$ cat src/rtl/heap_request_arbiter.sv
// Two-client round-robin requester for the heap alloc/free handshake.
// One heap transaction in flight; tracks live allocations and flags protocol misuse.
module heap_request_arbiter #(
    parameter int unsigned addrBits  = 8,
    parameter int unsigned countBits = addrBits + 1
) (
    input  logic                 clk,
    input  logic                 reset,
    input  logic                 req0Alloc,
    input  logic                 req0Free,
    input  logic [addrBits-1:0]  req0FreeAddress,
    output logic                 done0,
    input  logic                 req1Alloc,
    input  logic                 req1Free,
    input  logic [addrBits-1:0]  req1FreeAddress,
    output logic                 done1,
    output logic [addrBits-1:0]  grantAddress,
    output logic                 heapAlloc,
    output logic                 heapFree,
    output logic [addrBits-1:0]  heapFreeAddress,
    input  logic                 heapFinished,
    input  logic [addrBits-1:0]  heapAllocAddress,
    output logic                 busy,
    output logic [countBits-1:0] liveCount,
    output logic                 protocolError
);

    typedef enum logic [2:0] {
        S_IDLE,
        S_ISSUE,
        S_WAIT,
        S_DONE,
        S_RELEASE
    } state_t;

    state_t               state_q;
    logic                 ptr_q;
    logic                 client_q;
    logic                 op_alloc_q;
    logic [addrBits-1:0]  free_addr_q;
    logic                 done0_q;
    logic                 done1_q;
    logic [addrBits-1:0]  grant_q;
    logic                 heap_alloc_q;
    logic                 heap_free_q;
    logic [addrBits-1:0]  heap_free_addr_q;
    logic                 busy_q;
    logic [countBits-1:0] live_q;
    logic                 perr_q;

    logic                 pend0_c;
    logic                 pend1_c;
    logic                 win_c;
    logic                 win_alloc_c;
    logic                 win_free_c;
    logic [addrBits-1:0]  win_addr_c;

    // Winner selection: pointer client breaks a tie, otherwise the lone pending client.
    always_comb begin
        pend0_c     = req0Alloc | req0Free;
        pend1_c     = req1Alloc | req1Free;
        win_c       = (pend0_c && pend1_c) ? ptr_q : pend1_c;
        win_alloc_c = win_c ? req1Alloc : req0Alloc;
        win_free_c  = win_c ? req1Free : req0Free;
        win_addr_c  = win_c ? req1FreeAddress : req0FreeAddress;
    end

    always_ff @(posedge clk) begin
        if (reset) begin
            state_q          <= S_IDLE;
            ptr_q            <= 1'b0;
            client_q         <= 1'b0;
            op_alloc_q       <= 1'b0;
            free_addr_q      <= '0;
            done0_q          <= 1'b0;
            done1_q          <= 1'b0;
            grant_q          <= '0;
            heap_alloc_q     <= 1'b0;
            heap_free_q      <= 1'b0;
            heap_free_addr_q <= '0;
            busy_q           <= 1'b0;
            live_q           <= '0;
            perr_q           <= 1'b0;
        end else begin
            done0_q <= 1'b0;
            done1_q <= 1'b0;
            case (state_q)
                S_IDLE: begin
                    if (pend0_c || pend1_c) begin
                        client_q    <= win_c;
                        op_alloc_q  <= win_alloc_c;
                        free_addr_q <= win_addr_c;
                        ptr_q       <= ~win_c;
                        if (win_alloc_c && win_free_c) begin
                            perr_q <= 1'b1;
                        end
                        busy_q  <= 1'b1;
                        state_q <= S_ISSUE;
                    end
                end
                S_ISSUE: begin
                    heap_alloc_q     <= op_alloc_q;
                    heap_free_q      <= ~op_alloc_q;
                    heap_free_addr_q <= free_addr_q;
                    state_q          <= S_WAIT;
                end
                S_WAIT: begin
                    // Completion results are registered here so they are visible in DONE.
                    if (heapFinished) begin
                        heap_alloc_q <= 1'b0;
                        heap_free_q  <= 1'b0;
                        done0_q      <= ~client_q;
                        done1_q      <= client_q;
                        if (op_alloc_q) begin
                            grant_q <= heapAllocAddress;
                            if (live_q != '1) begin
                                live_q <= live_q + countBits'(1);
                            end
                        end else if (live_q == '0) begin
                            perr_q <= 1'b1;
                        end else begin
                            live_q <= live_q - countBits'(1);
                        end
                        state_q <= S_DONE;
                    end
                end
                S_DONE: begin
                    state_q <= S_RELEASE;
                end
                S_RELEASE: begin
                    if (!heapFinished) begin
                        busy_q  <= 1'b0;
                        state_q <= S_IDLE;
                    end
                end
                default: begin
                    busy_q  <= 1'b0;
                    state_q <= S_IDLE;
                end
            endcase
        end
    end

    assign done0           = done0_q;
    assign done1           = done1_q;
    assign grantAddress    = grant_q;
    assign heapAlloc       = heap_alloc_q;
    assign heapFree        = heap_free_q;
    assign heapFreeAddress = heap_free_addr_q;
    assign busy            = busy_q;
    assign liveCount       = live_q;
    assign protocolError   = perr_q;

endmodule

$ cat config.mk
export PLATFORM = sky130hd
export DESIGN_NAME = heap_request_arbiter
export DESIGN_NICKNAME = d
export VERILOG_FILES = /design/src/rtl/heap_request_arbiter.sv
export SDC_FILE = /design/constraint.sdc
export NUM_CORES = 1
export LEC_CHECK = 0
export ABC_CLOCK_PERIOD_IN_PS = 2600
export CORE_MARGIN = 4
export CORE_UTILIZATION = 47
export DETAILED_ROUTE_END_ITERATION = 10
export PLACE_DENSITY = 0.86
export SYNTH_ARGS = -nofsm -noshare
export SYNTH_HDL_FRONTEND = slang
export SYNTH_SLANG_ARGS = --single-unit
$ cat constraint.sdc
create_clock -name clk -period 2.6 [get_ports clk]
set_input_delay 0.26 -clock clk [delete_from_list [all_inputs] [get_ports clk]]
set_output_delay 0.26 -clock clk [all_outputs]
set_load 0.1 [all_outputs]
==> summary.txt <==
# hold bufs at CTS - 0
Number of synthesized flops with an enable pin - 0
Yosys top cell by area - dfxtp_1
Critical setup path kind - reg -> reg
Slowest stage cell, crit path - or4_1
RSZ-0062 raised after global routing - false
WP data required - 2.84 ns
Antenna violations before repair - 0
Most frequent cell after synthesis - dfxtp_1
Placed Instance Area - 2740 µm²
I/O pins - 62
Gr usage total - 0.191
Final Setup Violations - 0
Peak Freq - 435 MHz
Maximum VDD drop - 0.000488 V
Finished Layout Cells - 365
Async set-reset flop share out of synthesis - 0
Largest net degree at the start of global routing - 20
Setup TNS - 0 ns
Synth Area per Inst - 8.54 µm²
Synth top cells by count - dfxtp_1, nor2_1, a21oi_1
DRT antenna net count - 0
CP delay by family, top - compound AO/OA/AOI/OAI gates
Vias in the first global route - 1972
DIE AREA - 5700 µm²
Final count of hold timing violations - 0
DP Wirelength - 3810 µm
Share of the synthesized area in the top cell type - 0.420
Total setup buffers inserted after CTS - 0
DR iter-0 viols - 92
Mapped Area - 2140 µm²
Slew headroom - 0.490
CTS H-Tree Depth - 2
Worst skew pair latency - 0.30 ns
CTS tree - done
TritonCTS sink count - 45
Chip height - 75.5 µm
CP cell instances - inv_1 > ha_1 > nor2b_1 > o31a_1 > o41a_1 > or4_1 > a21oi_1
Final WL - 5140 µm
Mapped Cells - 251
Final instance area - 2860 µm²
Final period util - 0.884
Synthesis-stage register bit count - 45
Ant diodes - 0
Area delta synth->final - 33.3%
Top post-synthesis cells by area - dfxtp_1, nor2_1, a21oi_1
I/O Buffers - 61
Global-route wire length before repair - 8490 µm
Fin. max-slew vios - 0
Netlist cell types - 47
Worst setup margin - 0.301 ns
WP buf/inv - 1
Number of max-cap violations - 0
Power per cell area - 860 nW/µm²
Dpl ws - 0.336 ns
Initial DRT Pass Iterations - 4
Die Span X - 75.5 µm
Fin crit period - 2.30 ns
Total core area - 4380 µm²
Vias - 2045
Final Power - 2.46 mW
Initial Util - 0.489
Nets - 351
CTS resizes - 0
Crit-path max cell delay - 0.47 ns
Placed Cells - 357
Num rows - 24
Worst Path Arrival - 2.54 ns
Hold crit path type - reg -> reg
Slew @ Worst Pin - 0.762 ns
YS warnings - 0
Mapped Nets - 290
Register area share after synthesis - 0.420
GR Overflow Total - 0
Main synth FF type - dfxtp_1
Status - complete, no violations
Startpoint Class - flop
Final RePlAce weighted congestion - 0.816
CTS Buf Count - 5
DRC - 0
Clk root buf - clkbuf_8
P_leak - 1.16 nW
Worst-path clk slew - 0.09 ns
Wire per inst - 14.1 µm
Via density - 5.60
Max Fanout on Critical Path - 5
Max Root-Sink Buffers - 2
Skew final - 0.00602 ns
Share of cells above drive strength 1 - 0.182
Setup crit end kind - flop
-- routing by layer --
layer	track usage	share of wire	vias up
li1	-	-	1030
met1	0.225	0.44	945
met5	0	0	-
met4	0.0602	0.014	0
met2	0.331	0.46	63
met3	0.0580	0.085	7
-- sequential cells by signal (all words and copies together) (netlist names), 3 cells and up --
signal and flops:
heapFreeAddress 8, free_addr_q 8, grantAddress 8, state_q 3
liveCount 9
-- through the flow --
step | hold slack [ns] | util
final | 0.460 | 0.652
after global routing | 0.491 | 0.652
after CTS | 0.460 | 0.652
after detailed placement | 0.448 | 0.626
after global placement | 0.444 | 0.626
after floorplan | 0.408 | -
-- path summary, 6_finish.rpt --
kind / slack, ns / start / cells past startpoint / end
setup / recovery: 0.30 / op_alloc_q / 7 / liveCount[8]
hold / removal: 0.46 / grantAddress[7] / 2 / grantAddress[7]
setup reg to reg: 0.30 / op_alloc_q / 7 / liveCount[8]
hold reg to reg: 0.46 / grantAddress[7] / 2 / grantAddress[7]
-- placed cells by master, fill, tap and decap left out, drive strengths merged, types with 2 or more instances in the layout --
cell type,instances
or4,2
nand3,12
nand2,21
xnor2,3
nor4,2
mux2i,8
dfxtp,45
o21a,3
o21ai,7
or3,4
a22oi,10
a21oi,22
a211o,2
buf,38
nor3b,2
a2bb2oi,8
clkbuf,5
nor2b,3
nand4,3
nor2,32
o22ai,2
a21o,2
nor3,10
a211oi,2
clkdlybuf4s50,30
and3,2
ha,7
inv,7
-- layout make-up --
cell class,count,area (µm²)
Multi-Input combinational cell,186,1160
Fill cell,382,1530
Sequential cell,45,908
Inverter,6,22.5
Timing Repair Buffer,68,586
Clock buffer,5,68.8
Tap cell,52,65.1
Clock inverter,3,43.8
-- tightest hold or removal path, stage by stage (launching register included) --
cell,delay (ns)
dfxtp_1,0.32
nand2_1,0.05
a21oi_1,0.05
-- report_power, final --
part           switching (mW)  total, mW  leakage, nW  internal [mW]
combinational           0.663       1.06        0.732          0.393
clock                   0.249      0.537       0.0585          0.288
sequential             0.0808      0.863        0.369          0.782
total                   0.992       2.46         1.16           1.46
-- cells by family (layout without fill, tap and decap cells) --
family,after synthesis,after routing,share of synthesized area
compound gates,68,68,0.215
xor+xnor,3,3,0.0123
fa+ha+maj,8,8,0.0502
buf+inv,20,82,0.0397
flops,45,45,0.420
mux,8,8,0.0374
simple gates,99,99,0.225
Power figures use the tool's default switching activity.
